## config.mk

```make
export PLATFORM = sky130hd
export DESIGN_NAME = x_uart_cmd_flat
export DESIGN_NICKNAME = d
export VERILOG_FILES = /design/src/rtl/x_uart_cmd_if.sv /design/src/rtl/x_uart_cmd.sv /design/src/flat_wrapper.sv
export SDC_FILE = /design/constraint.sdc
export NUM_CORES = 1
export LEC_CHECK = 0
export ABC_AREA = 0
export BUFFER_PORTS_ARGS = -buffer_cell sky130_fd_sc_hd__buf_2
export CORE_ASPECT_RATIO = 0.8
export CORE_UTILIZATION = 45
export CTS_CLUSTER_DIAMETER = 100
export DETAILED_ROUTE_END_ITERATION = 6
export GPL_TIMING_DRIVEN = 0
export PLACE_DENSITY = 0.7
export SLEW_MARGIN = 30
export SYNTH_ARGS = -nofsm -noshare
export SYNTH_HDL_FRONTEND = slang
export SYNTH_SLANG_ARGS = --single-unit
```

## constraint.sdc

```tcl
create_clock -name i_clk -period 2.55 [get_ports i_clk]
set_input_delay 0 -clock i_clk [delete_from_list [all_inputs] [get_ports i_clk]]
set_output_delay 0 -clock i_clk [all_outputs]
set_load 0.02 [all_outputs]
```

## src/rtl/x_uart_cmd_if.sv

```systemverilog
// Byte/command bus between the UART receiver, the command decoder, the
// register file and the UART transmitter.
interface x_uart_cmd_if;
    logic       i_valid;
    logic [7:0] i_data;
    logic       o_wr;
    logic       o_rd;
    logic [6:0] o_addr;
    logic [7:0] o_wdata;
    logic       i_rvalid;
    logic [7:0] i_rdata;
    logic       o_tx_valid;
    logic [7:0] o_tx_data;
    logic       i_tx_ready;
    logic       o_busy;
    logic       o_err;

    // master: the command decoder; slave: receiver/register file/transmitter side
    modport master (
        input  i_valid, i_data, i_rvalid, i_rdata, i_tx_ready,
        output o_wr, o_rd, o_addr, o_wdata, o_tx_valid, o_tx_data, o_busy, o_err
    );

    modport slave (
        output i_valid, i_data, i_rvalid, i_rdata, i_tx_ready,
        input  o_wr, o_rd, o_addr, o_wdata, o_tx_valid, o_tx_data, o_busy, o_err
    );
endinterface

```

## src/rtl/x_uart_cmd.sv

```systemverilog
// UART byte-stream command decoder: 2-byte writes, 1-byte reads with the
// read response returned to the transmitter, plus timeout and drop detection.
module x_uart_cmd #(
    parameter int p_timeout = 120000
) (
    input  logic          i_clk,
    input  logic          i_rst,
    x_uart_cmd_if.master  bus
);
    localparam int                lp_tw   = $clog2(p_timeout);
    localparam logic [lp_tw-1:0]  lp_tmax = lp_tw'(p_timeout - 1);

    typedef enum logic [2:0] {
        ST_IDLE,
        ST_WDATA,
        ST_WRITE,
        ST_READ,
        ST_RWAIT,
        ST_TX
    } state_t;

    state_t             state_reg, state_next;
    logic [lp_tw-1:0]   timer_reg, timer_next;
    logic [6:0]         addr_reg, addr_next;
    logic [7:0]         wdata_reg, wdata_next;
    logic [7:0]         tx_data_reg, tx_data_next;
    logic               err_reg, err_next;
    logic               expired;

    always_ff @(posedge i_clk) begin
        if (i_rst) begin
            state_reg   <= ST_IDLE;
            timer_reg   <= '0;
            addr_reg    <= '0;
            wdata_reg   <= '0;
            tx_data_reg <= '0;
            err_reg     <= 1'b0;
        end else begin
            state_reg   <= state_next;
            timer_reg   <= timer_next;
            addr_reg    <= addr_next;
            wdata_reg   <= wdata_next;
            tx_data_reg <= tx_data_next;
            err_reg     <= err_next;
        end
    end

    assign expired = (timer_reg == lp_tmax);

    always_comb begin
        state_next   = state_reg;
        addr_next    = addr_reg;
        wdata_next   = wdata_reg;
        tx_data_next = tx_data_reg;
        err_next     = 1'b0;
        // Timer runs only while waiting; every other state parks it at zero,
        // so entry into WDATA/RWAIT always starts from a cleared count.
        if (state_reg == ST_WDATA || state_reg == ST_RWAIT)
            timer_next = timer_reg + lp_tw'(1);
        else
            timer_next = '0;

        case (state_reg)
            ST_IDLE: begin
                if (bus.i_valid) begin
                    addr_next  = bus.i_data[6:0];
                    state_next = bus.i_data[7] ? ST_WDATA : ST_READ;
                end
            end
            ST_WDATA: begin
                if (bus.i_valid) begin
                    wdata_next = bus.i_data;
                    state_next = ST_WRITE;
                end else if (expired) begin
                    err_next   = 1'b1;
                    state_next = ST_IDLE;
                end
            end
            ST_WRITE: begin
                err_next   = bus.i_valid;
                state_next = ST_IDLE;
            end
            ST_READ: begin
                err_next   = bus.i_valid;
                state_next = ST_RWAIT;
            end
            ST_RWAIT: begin
                err_next = bus.i_valid;
                // A response arriving on the expiry cycle still wins.
                if (bus.i_rvalid) begin
                    tx_data_next = bus.i_rdata;
                    state_next   = ST_TX;
                end else if (expired) begin
                    err_next   = 1'b1;
                    state_next = ST_IDLE;
                end
            end
            ST_TX: begin
                err_next = bus.i_valid;
                if (bus.i_tx_ready)
                    state_next = ST_IDLE;
            end
            default: begin
                state_next = ST_IDLE;
            end
        endcase
    end

    assign bus.o_wr       = (state_reg == ST_WRITE);
    assign bus.o_rd       = (state_reg == ST_READ);
    assign bus.o_tx_valid = (state_reg == ST_TX);
    assign bus.o_busy     = (state_reg != ST_IDLE);
    assign bus.o_addr     = addr_reg;
    assign bus.o_wdata    = wdata_reg;
    assign bus.o_tx_data  = tx_data_reg;
    assign bus.o_err      = err_reg;
endmodule

```

## src/flat_wrapper.sv

```systemverilog
// flat-port wrapper written by rule: the top's interface ports become plain ports
module x_uart_cmd_flat 
#(
    parameter int p_timeout = 120000
)
  (i_clk, i_rst, bus_i_valid, bus_i_data, bus_i_rvalid, bus_i_rdata, bus_i_tx_ready, bus_o_wr, bus_o_rd, bus_o_addr, bus_o_wdata, bus_o_tx_valid, bus_o_tx_data, bus_o_busy, bus_o_err);
  x_uart_cmd_if bus_i ();
  input  logic i_clk;
  input  logic i_rst;
  input wire logic [$bits(bus_i.i_valid)-1:0] bus_i_valid;
  input wire logic [$bits(bus_i.i_data)-1:0] bus_i_data;
  input wire logic [$bits(bus_i.i_rvalid)-1:0] bus_i_rvalid;
  input wire logic [$bits(bus_i.i_rdata)-1:0] bus_i_rdata;
  input wire logic [$bits(bus_i.i_tx_ready)-1:0] bus_i_tx_ready;
  output wire logic [$bits(bus_i.o_wr)-1:0] bus_o_wr;
  output wire logic [$bits(bus_i.o_rd)-1:0] bus_o_rd;
  output wire logic [$bits(bus_i.o_addr)-1:0] bus_o_addr;
  output wire logic [$bits(bus_i.o_wdata)-1:0] bus_o_wdata;
  output wire logic [$bits(bus_i.o_tx_valid)-1:0] bus_o_tx_valid;
  output wire logic [$bits(bus_i.o_tx_data)-1:0] bus_o_tx_data;
  output wire logic [$bits(bus_i.o_busy)-1:0] bus_o_busy;
  output wire logic [$bits(bus_i.o_err)-1:0] bus_o_err;
  assign bus_i.i_valid = bus_i_valid;
  assign bus_i.i_data = bus_i_data;
  assign bus_i.i_rvalid = bus_i_rvalid;
  assign bus_i.i_rdata = bus_i_rdata;
  assign bus_i.i_tx_ready = bus_i_tx_ready;
  assign bus_o_wr = bus_i.o_wr;
  assign bus_o_rd = bus_i.o_rd;
  assign bus_o_addr = bus_i.o_addr;
  assign bus_o_wdata = bus_i.o_wdata;
  assign bus_o_tx_valid = bus_i.o_tx_valid;
  assign bus_o_tx_data = bus_i.o_tx_data;
  assign bus_o_busy = bus_i.o_busy;
  assign bus_o_err = bus_i.o_err;
  x_uart_cmd #(.p_timeout(p_timeout)) u_core (.i_clk(i_clk), .i_rst(i_rst), .bus(bus_i));
endmodule
```

; Word-level counts from Yosys, hierarchy flattened
; Cells that the tools add are included.
[classes]
n_addsub = 1
multipliers = 0
div = 0
n_lt_le_gt_ge = 0
n_eq_ne = 8
shifts = 0
n_mux = 12
bitwise = 1
n_reduce_logical = 9
[op_table]
columns = operator, count
row1 = "17-bit by 1-bit adder with 17-bit output, second input constant", 1
row2 = "17-bit == test, second input constant", 1
row3 = 3-bit 2-to-1 mux, 5
row4 = 3-bit one-hot mux with 5 select lines, 1
row5 = 2-bit AND reduction, 4
row6 = "3-bit by 2-bit == test with 1-bit output, second input constant", 2
row7 = "3-bit == test, second input constant", 2
row8 = 1-bit 2-to-1 mux, 4
row9 = "2-bit inequality test, second input constant", 2
row10 = "3-bit by 1-bit == test with 1-bit output, second input constant", 1
row11 = 3-bit zero test, 1
row12 = 1-bit one-hot mux with 3 select lines, 1
row13 = 3-bit nonzero test, 1
row14 = 3-bit OR reduction, 1
row15 = 2-bit 2-to-1 mux, 1
row16 = 2-bit OR reduction, 1
row17 = 1-bit logical OR, 1
row18 = 1-bit inverter, 1
[totals]
register_bits = 44
latch_bits = 0
ram_bits = 0
rom_bits = 0
inputBits = 21
out_inout_bits = 28
word_cells = 37
n_memories = 0

; Logic depth before layout (Yosys ltp)
; Gate-level depths: netlist of run 1.
[logic_depth]
word_depth = 4
ltp_mapped = 6
ltp_nobuf = 5

; Worst setup path before layout of run 1
; OpenSTA, ideal clock, no wires.
[synth_timing]
kind = register to register
from = register u_core.state_reg[0]
to = register u_core.addr_reg[0] (netlist: u_core.bus.o_addr[0])
setup_time_ps = 128
arrival_time_ps = 1400
required_ps = 2422
path_slack_ps = 1022
path_stages_with_launch = 6
path_buffers = 1
synth_period_minus_slack_ps = 1528
cell_sequence = dfxtp_1 > buf_2 > or3_1 > nor2_4 > mux2i_1 > nor2_1
[synth_between]
elab_chain_len = 2
[synth_rtl]
columns = item, line_no
row1 = from (decl), x_uart_cmd.sv:22  ; state_t state_reg, state_next;
row2 = from (signal assigned), x_uart_cmd.sv:39  ; state_reg <= state_next;
row3 = 3-bit zero test, x_uart_cmd.sv:63  ; case (state_reg)
row4 = 2-bit AND reduction (no line), n/a
row5 = to (signal assigned), x_uart_cmd.sv:41  ; addr_reg <= addr_next;
row6 = to (decl), x_uart_cmd.sv:24  ; logic [6:0] addr_reg, addr_next;
; No other way between the ends.
; A chain may end at the register's enable or synchronous reset.

; Worst setup path after layout of run 1
[layout_timing]
from = register u_core.timer_reg[0]
to = register u_core.state_reg[2]
[layout_between]
elab_chain_len = 4
word_cells_on_any_way = 5
cone_classes = 1 x eq/ne / 4 x mux
[layout_rtl]
columns = item, line_no
row1 = from (decl), x_uart_cmd.sv:23  ; logic [lp_tw-1:0] timer_reg, timer_next;
row2 = from (signal assigned), x_uart_cmd.sv:40  ; timer_reg <= timer_next;
row3 = 17-bit == test (*), x_uart_cmd.sv:48  ; assign expired = (timer_reg == lp_tmax);
row4 = 3-bit 2-to-1 mux (*), n/a
row5 = 3-bit 2-to-1 mux (on tied branches), n/a
row6 = 3-bit one-hot mux with 5 select lines (*), n/a
; Mark *: on every way between the ends. The rest lies on a longest branch, timed or not.

==> results of run 1 <==
-- per-stage QoR --
| stage | hold slack, ns | util (%) | instances | total power (W) | setup WS [ns] |
|---|---|---|---|---|---|
| final | 0.04386 | 62.56 | 320 | 0.001405 | 0.7794 |
| after global routing | 0.09480 | 62.56 | 320 | 0.001460 | 0.5997 |
| after CTS | 0.04579 | 62.56 | 320 | 0.001415 | 0.7719 |
| after detailed placement | 0.2006 | 55.36 | 295 | 0.0008781 | 0.8080 |
| after global placement | 0.1953 | 55.36 | 295 | 0.0008758 | 0.7003 |
| after floorplan | 0.08803 | - | 193 | 0.0008264 | 1.022 |
-- final cells by class --
type,instances,area (um^2),area share [%]
timing repair buffer,64,405.4,16.81
buffer,10,50.05,2.076
sequential,44,880.8,36.53
tap,55,68.82,2.854
clock inverter,2,35.03,1.453
clock buffer,6,72.57,3.010
multi-input combinational,135,883.3,36.64
inverter,4,15.01,0.6227
-- worst max-delay path by stage --
stage | slack, ns | cells past startpoint | endpoint
after floorplan | 1.02 | 5 | u_core.bus.o_addr[0]
after global placement | 0.70 | 5 | u_core.state_reg[2]
after detailed placement | 0.81 | 5 | u_core.state_reg[2]
after CTS | 0.77 | 5 | u_core.state_reg[2]
after global routing | 0.60 | 5 | u_core.state_reg[2]
final | 0.78 | 5 | u_core.state_reg[2]
-- placed cells by master (no fill, tap or decap), types with 6 or more instances in the layout --
| cell | n |
|---|---|
| a21oi_1 | 7 |
| buf_2 | 51 |
| clkbuf_1 | 6 |
| dfxtp_1 | 44 |
| dlygate4sd3_1 | 17 |
| mux2i_1 | 23 |
| nand3_1 | 7 |
| nor2_1 | 40 |
| xor2_1 | 11 |
-- routing by layer --
layer	wire [um]	global-route usage (%)	vias up
met5	0	0	-
met4	70	9.804	0
met3	168	4.762	8
met2	1748	30.42	38
met1	2009	27.85	723
li1	-	-	811
-- tightest hold or removal path, cell delays in order --
cell and delay (ns):
buf_2 0.10, a2111oi_0 0.05, nor3_1 0.14
-- power by group --
part / switching [W] / internal [W] / total, W
registers: 0.00000814 / 0.000705 / 0.000713
clock network: 0.000231 / 0.000291 / 0.000522
logic: 0.0000964 / 0.0000731 / 0.000170
-- what timing repair did --
action,4_1_cts,5_1_grt
hold buffers,17,0
endpoints found under the hold margin,24,0
resized for setup,0,0
-- cells by family after synthesis --
logic type,share of synthesized area (%)
xor gates and xnor gates,6.224
adders and majority gates,0.6839
buffers and inverters,3.557
and+or+nand+nor,24.42
muxes,12.59
DFF,48.15
AOI/OAI and AO/OA,4.378
==> results.md, run 1 <==
- Post-CTS setup buffers: 0
- Minimum clock period: 1.771 ns
- Crit-path cells: ha_1 -> and4_1 -> nand4_1 -> a2111oi_0 -> nor3_1
- Clk_lat worst skew: 0.29 ns
- Final Hold Vio Count: 0
- Ys async rst share: 0%
- Synthesized area: 1829 um^2
- Reg clk slew, reported paths: around 0.080 ns
- Max-slew violations: 0
- Synth area leaders: dfxtp_1 (48%), mux2i_1 (13%), nor2_1 (8.2%), xor2_1 (5.3%), a21oi_1 (1.9%)
- Detailed-route wire length: ~4000 um
- Hold crit path type: in2reg
- Post-synthesis cell count: 193
- Power density over the cells: 582.8 nW/um^2
- Buf+Inv Stages, Crit Path: 0
- First-pass iteration count of the detailed router: 4
- Worst Hold Depth: 3
- Net Count, Synth: around 220
- Initial antenna violation count: 0
- Reg2reg path depth: 5
- WS Path Type: reg2reg
- Status: finished, final reports clean
- Die ar.: between 4000 and 5000 um^2
- Critical path fanouts, max: 6
- Total CTS buffers: 5
- Gr usage total: around a fifth
- Pin count of the biggest net entering global routing: 14
- Slew margin rel.: 63.19%
- R2r setup slk: 0.78 ns
- Initial Util: 47.47%
- Seq cells post-synth: between 40 and 50
- Gpl congestion: 0.7859
- Via density: approximately 4.9
- CTS tree: yes
- Share of post-route cells with drive strength above 1: roughly a quarter
- Yosys top cell area share: 48.15%
- Max reg flops: 17
- Total of max-cap violations: 0
- Max stage delay on crit path: 0.44 ns
- Nets: 286
- Yosys top cell by area: dfxtp_1
- Worst hold start: bus_i_rvalid
- Final number of setup-violating endpoints: 0
- Worst R2R End: u_core.state_reg[2]
- Port Buffers: 47
- Post-route DRC: 0
- Ant diodes: 0
- Core area: ~3900 um^2
- Critical Path Sink Type: register
- Sequential area share after synthesis: between 40% and 50%
- TNS Setup: 0 ns
- Worst slew pin tran: 0.5503 ns
- Post-route design area: around 2400 um^2
- DP Area: 2133 um^2
- Critical path startpoint: u_core.timer_reg[0]
- Critical path's slowest cell: a2111oi_0
- CP Launch Type: register
- Leakage Power: 1.033 nW
- Synth warn: 0
- Root Buffer: clkbuf_8
- Vias in the first global route: 1418
- First-pass GRT wire length: 6568 um
- H-tree levels: 2
- CP top delay family: simple AND/OR/NAND/NOR gates
- Worst path required time: between 2 and 3 ns
- CTS max path bufs: 2
- Grt total ovfl: 0
- Die Y: between 50 and 60 um
- ANT nets after route: 0
- WL/cell: approximately 12 um
- Cell variety after synth: 34
- Period utilisation layout: 69.43%
- Count leader, synth: dfxtp_1
- Commonest cells in the netlist: dfxtp_1 (44), nor2_1 (40), mux2i_1 (23), xor2_1 (11)
- RSZ-0062 raised after global routing: no
- Die Wd: 73.28 um
- # clock sinks: 44
- Top FF cell, synth: dfxtp_1
- Rows: 20
- CP arrival: between 1.5 and 2 ns
- Fill cells: about 360
- Initial DRC count: 107
- Worst r2r src: u_core.timer_reg[0]
- Post-DP HPWL: 2689 um
- Worst Hold Path EP: u_core.state_reg[2]
- Fmax: 564.8 MHz
- Number of top-level pins: 49
- Mapped Avg Cell Area: 9.478 um^2
- Post-synth EDFFs: 0
- Final setup skew: 0.002042 ns
- DR vias: 1580
- Area Growth Syn to Fin: 31.81%
- Peak supply drop: 0.4062 mV
Note: power is estimated with default switching activity, not from simulation.
==> run 2, diff against run 1 <==
--- a/config.mk
+++ b/config.mk
@@ -12,7 +12,7 @@
 export CTS_CLUSTER_DIAMETER = 100
 export DETAILED_ROUTE_END_ITERATION = 6
 export GPL_TIMING_DRIVEN = 0
-export PLACE_DENSITY = 0.7
+export PLACE_DENSITY = 0.73
 export SLEW_MARGIN = 30
 export SYNTH_ARGS = -nofsm -noshare
 export SYNTH_HDL_FRONTEND = slang
==> constraint.sdc (replaced) <==
create_clock -name i_clk -period 1.55 [get_ports i_clk]
set_input_delay 0 -clock i_clk [delete_from_list [all_inputs] [get_ports i_clk]]
set_output_delay 0 -clock i_clk [all_outputs]
set_load 0.02 [all_outputs]
==> results.md, run 2 (synthesis gave the netlist of run 1 again) <==
- Root Buffer: clkbuf_8
- Ant diodes: 0 (unchanged)
- Die Y: 59.03 um (unchanged)
- Total CTS buffers: 5 (unchanged)
- Sw Ratio: 21.88% (-2.0 points)
- WL/cell: 13.74 um (+9.9%)
- CTS max path bufs: 2 (unchanged)
- Worst r2r src: u_core.timer_reg[14]
- Initial Util: 47.47% (unchanged)
- Via density: 5.140 (+4.1%)
- Endpoint of the worst setup timing path: u_core.state_reg[2]
- Leakage Power: 1.075 nW (+4.1%)
- Fill cells: 330 (-7.8%)
- # clock sinks: 44 (unchanged)
- H-tree levels: 2 (unchanged)
- Share of post-route cells with drive strength above 1: 30.71% (+6.9 points)
- Final number of setup-violating endpoints: 0 (unchanged)
- Critical Path Sink Type: register
- CP Launch Type: register
- Post-DP HPWL: 2732 um (+1.6%)
- Detailed-route wire length: 4423 um (+11%)
- Vias in the first global route: 1603 (+13%)
- Total of max-cap violations: 0 (unchanged)
- CP arrival: 1.70 ns (-0.24 ns)
- Number of top-level pins: 49 (unchanged)
- Die ar.: 4325 um^2 (unchanged)
- DR vias: 1655 (+4.7%)
- Period utilisation layout: 98.60% (+29 points)
- First-pass GRT wire length: 7300 um (+11%)
- Nets: 288 (+0.70%)
- Gr usage total: 22.02% (+1.6 points)
- Reg clk slew, reported paths: 0.09 ns (about the same)
- Port Buffers: 47 (unchanged)
- Pin count of the biggest net entering global routing: 15 (+1)
- Post-route DRC: 0 (unchanged)
- Max reg flops: 17 (unchanged)
- Core area: 3854 um^2 (unchanged)
- Part of the power in registers: 44.2% (-6.6 points)
- Pre-CTS setup slack: -0.2249 ns (-1.033 ns)
- Commonest non-fill, non-tap cell in the layout: buf_2
- Rows: 20 (unchanged)
- Comb power frac: 10.4% (-1.7 points)
- TNS Setup: 0 ns (unchanged)
- Hold crit path type: in2reg
- Worst R2R End: u_core.state_reg[2]
- Final Hold Vio Count: 0 (unchanged)
- Power density over the cells: 1053 nW/um^2 (+81%)
- Critical path startpoint: u_core.timer_reg[14]
- CTS tree: yes
- WS Path Type: reg2reg
- Reg2reg path depth: 4 (-1)
- Gpl congestion: 0.8001 (+1.8%)
- Worst slew pin tran: 0.4542 ns (-0.09609 ns)
- Slew margin rel.: 69.72% (+6.5 points)
- Die Wd: 73.28 um (unchanged)
- Final WS setup: 0.02163 ns (-0.7578 ns)
- Share of total power in the clock network: 45.3% (+8.1 points)
- Int Pwr: 0.002095 W (+96%)
- Minimum clock period: 1.528 ns (-0.2422 ns)
- Switching power total: 0.0005868 W (+75%)
- Worst path required time: 1.72 ns (-1.00 ns)
- Max-slew violations: 0 (unchanged)
- Most frequent cells in the layout: buf_2 (49), nor2_1 (39), dfxtp_1 (36)
- ANT nets after route: 0 (unchanged)
- PnR Total Power: 0.002682 W (+91%)
- First-pass iteration count of the detailed router: 4 (unchanged)
- Final setup skew: 0.008447 ns (+0.006404 ns)
- Initial DRC count: 121 (+13%)
- Fmax: 654.3 MHz (+16%)
- Initial antenna violation count: 0 (unchanged)
- Area Growth Syn to Fin: 39.26%
- Grt total ovfl: 0 (unchanged)
- Peak supply drop: 0.5435 mV (+34%)
- R2r setup slk: 0.02 ns (-0.76 ns)
- Status: finished, final reports clean
- Clk_lat worst skew: 0.30 ns (about the same)
- Critical path fanouts, max: 5 (-1)
## run 2: per-stage QoR
step / hold slack, ns / cells / utilization [%] / area, um^2
after global placement: 0.1904 / 295 / 55.36 / 2133
after floorplan: 0.08803 / 193 / - / 1829
final: 0.08504 / 322 / 66.10 / 2547
after detailed placement: 0.1919 / 295 / 55.36 / 2133
after CTS: 0.07393 / 322 / 65.13 / 2510
after global routing: 0.08111 / 322 / 66.10 / 2547
## run 2: repair_timing
item / CTS / global route
gates cloned: 0 / 0
setup endpoints to repair: 8 / 28
hold buffers: 17 / 0
gates resized for setup: 5 / 16
endpoints found under the hold margin: 24 / 0
buffers inserted: 2 / 3
pin swaps: 3 / 1
## run 2: critical path, cell delays in order, from the launching register on
cell	delay (ns)
dfxtp_1	0.39
nor4bb_1	0.36
nand4_1	0.27
a2111oi_2	0.29
nor3_1	0.10
## run 2: worst min-delay path by stage
| stage | from | to | slack [ns] | depth (start not counted) |
|---|---|---|---|---|
| floorplan | bus_i_data[7] | u_core.state_reg[1] | 0.09 | 1 |
| global placement | bus_i_data[7] | u_core.state_reg[1] | 0.19 | 2 |
| detailed placement | bus_i_data[7] | u_core.state_reg[1] | 0.19 | 2 |
| CTS | i_rst | u_core.bus.o_wdata[6] | 0.07 | 2 |
| global route | bus_i_rvalid | u_core.state_reg[2] | 0.08 | 3 |
| finish | bus_i_rvalid | u_core.state_reg[2] | 0.09 | 3 |
## run 2: layout make-up
class / instances / area, um^2 / share of cell area (%)
plain buffers: 7 / 40.04 / 1.572
multi-input cells: 135 / 915.9 / 35.95
repair buffers: 69 / 455.4 / 17.88
clock buffers: 5 / 68.82 / 2.701
flip-flops and latches: 44 / 893.4 / 35.07
clock inverters: 3 / 90.09 / 3.536
well taps: 55 / 68.82 / 2.701
inverters: 4 / 15.01 / 0.5894
## run 2: power by group through the flow
| stage | Sequential, W | Combinational, W | Clock [W] |
|---|---|---|---|
| after floorplan | 0.00123 | 0.000130 | 0 |
| after global placement | 0.00120 | 0.000239 | 0 |
| after detailed placement | 0.00120 | 0.000242 | 0 |
| after CTS | 0.00118 | 0.000286 | 0.00122 |
| after global routing | 0.00119 | 0.000306 | 0.00128 |
| final | 0.00119 | 0.000280 | 0.00122 |
## run 2: layer usage
metal,GRT usage [%],vias to the layer above,share of wire [%]
met5,0,-,0
met4,6.443,0,2.0
met3,4.422,10,3.6
met2,38.36,43,49
met1,27.72,792,45
li1,-,810,-
==> run 3, diff against run 2 <==
--- a/config.mk
+++ b/config.mk
@@ -13,6 +13,7 @@
 export DETAILED_ROUTE_END_ITERATION = 6
 export GPL_TIMING_DRIVEN = 0
 export PLACE_DENSITY = 0.73
+export REMOVE_ABC_BUFFERS = 1
 export SLEW_MARGIN = 30
 export SYNTH_ARGS = -nofsm -noshare
 export SYNTH_HDL_FRONTEND = slang
==> results.md, run 3 (synthesis gave the netlist of run 1 again) <==
- Clk_lat worst skew: 0.29 ns (about the same)
- Core area: 3854 um^2 (unchanged)
- Via density: 5.006 (-2.6%)
- Slew margin rel.: 64.50% (-5.2 points)
- Minimum clock period: 1.493 ns (-0.03560 ns)
- Critical Path Sink Type: register
- CP arrival: 1.68 ns (-0.02 ns)
- Power density over the cells: 892.9 nW/um^2 (-15%)
- Critical path startpoint: u_core.timer_reg[0]
- Initial Util: 47.47% (unchanged)
- First-pass iteration count of the detailed router: 4 (unchanged)
- WL/cell: 12.62 um (-8.1%)
- Grt total ovfl: 0 (unchanged)
- Leakage Power: 1.013 nW (-5.8%)
- TNS Setup: 0 ns (unchanged)
- ANT nets after route: 0 (unchanged)
- Vias in the first global route: 1312 (-18%)
- Reg clk slew, reported paths: 0.08 ns (about the same)
- H-tree levels: 2 (unchanged)
- CTS max path bufs: 2 (unchanged)
- Status: finished, final reports clean
- Worst path required time: 1.73 ns (about the same)
- Critical path fanouts, max: 6 (+1)
- Pin count of the biggest net entering global routing: 28 (+13)
- Peak supply drop: 0.6290 mV (+16%)
- Die Wd: 73.28 um (unchanged)
- Gr usage total: 18.78% (-3.2 points)
- Period utilisation layout: 96.31% (-2.3 points)
- Die Y: 59.03 um (unchanged)
- Area Growth Syn to Fin: 33.99%
- Final setup skew: 0.003500 ns (-0.004947 ns)
- Rows: 20 (unchanged)
- Final Hold Vio Count: 0 (unchanged)
- Die ar.: 4325 um^2 (unchanged)
- DR vias: 1572 (-5.0%)
- Most frequent cells in the layout: buf_2 (48), nor2_1 (39), dfxtp_1 (37)
- Commonest non-fill, non-tap cell in the layout: buf_2
- Initial DRC count: 88 (-27%)
- CP Launch Type: register
- Post-route DRC: 0 (unchanged)
- Detailed-route wire length: 3962 um (-10%)
- Hold crit path type: in2reg
- First-pass GRT wire length: 6044 um (-17%)
- Worst r2r src: u_core.timer_reg[0]
- Share of post-route cells with drive strength above 1: 30.50% (-0.21 points)
- Worst hold start: bus_i_rvalid
- Number of top-level pins: 49 (unchanged)
- Max reg flops: 17 (unchanged)
- Total of max-cap violations: 0 (unchanged)
- Root Buffer: clkbuf_8
- Final number of setup-violating endpoints: 0 (unchanged)
- Port Buffers: 48 (+2.1%)
- WS Path Type: reg2reg
- Fmax: 669.9 MHz (+2.4%)
- Ant diodes: 0 (unchanged)
- CTS tree: yes
- Post-DP HPWL: 2325 um (-15%)
- Worst slew pin tran: 0.5312 ns (+0.07700 ns)
- Nets: 280 (-2.8%)
- PnR Total Power: 0.002189 W (-18%)
- Total CTS buffers: 5 (unchanged)
- Max-slew violations: 0 (unchanged)
- Initial antenna violation count: 0 (unchanged)
- Gpl congestion: 0.7380 (-7.8%)
- # clock sinks: 44 (unchanged)
==> run 3: metal layers <==
layer	GRT usage [%]	wire length, um
met3	4.592	176
met2	26.72	1742
met5	0	0
met4	10.08	110
met1	26.26	1932
==> run 3: report_power, final <==
group,total (W),internal [W],switching (W)
clock,0.000714,0.000319,0.000395
sequential,0.00119,0.00116,0.0000267
combinational,0.000286,0.000136,0.000150
==> run 3: repair_timing <==
action                     in CTS  in global routing
gates resized for setup        10                 10
setup endpoints to repair      13                 28
cloned                          0                  0
hold endpoints to repair       24                  0
pin swaps                       3                  2
buffers inserted                2                  1
hold buffers                   17                  0
==> run 3: area by class of cell <==
cell class              count  area, um^2
clock buffers               5       68.82
clock inverters             3       23.77
fillers                   314        1403
inverters                   4       15.01
multi-input cells         135       927.1
flip-flops and latches     44       889.6
well taps                  55       68.82
repair buffers             68       457.9
==> run 3: final timing paths <==
path,endpoint,slack (ns),depth (start not counted)
hold / removal,u_core.state_reg[2],0.03,3
hold reg to reg,u_core.timer_reg[0],0.46,1
setup reg to reg,u_core.state_reg[0],0.06,6
setup / recovery,u_core.state_reg[0],0.06,6
==> run 3: per-stage QoR <==
step	hold WS [ns]	utilization, %	cell area [um^2]	worst slack [ns]	instances
detailed placement	0.1974	54.19	2088	-0.1722	286
floorplan	0.07238	-	1779	0.04255	183
finish	0.02839	63.60	2451	0.05723	314
CTS	0.03224	62.40	2405	0.03165	313
global placement	0.1977	54.19	2088	-0.1900	286
global route	0.06464	63.60	2451	-0.01196	314
==> run 3: critical path: stages, from the launching register on <==
cell	delay (ns)
dfxtp_2	0.37
ha_4	0.19
and4_1	0.20
nand4_1	0.20
buf_4	0.21
nand4b_1	0.13
nand2_1	0.08
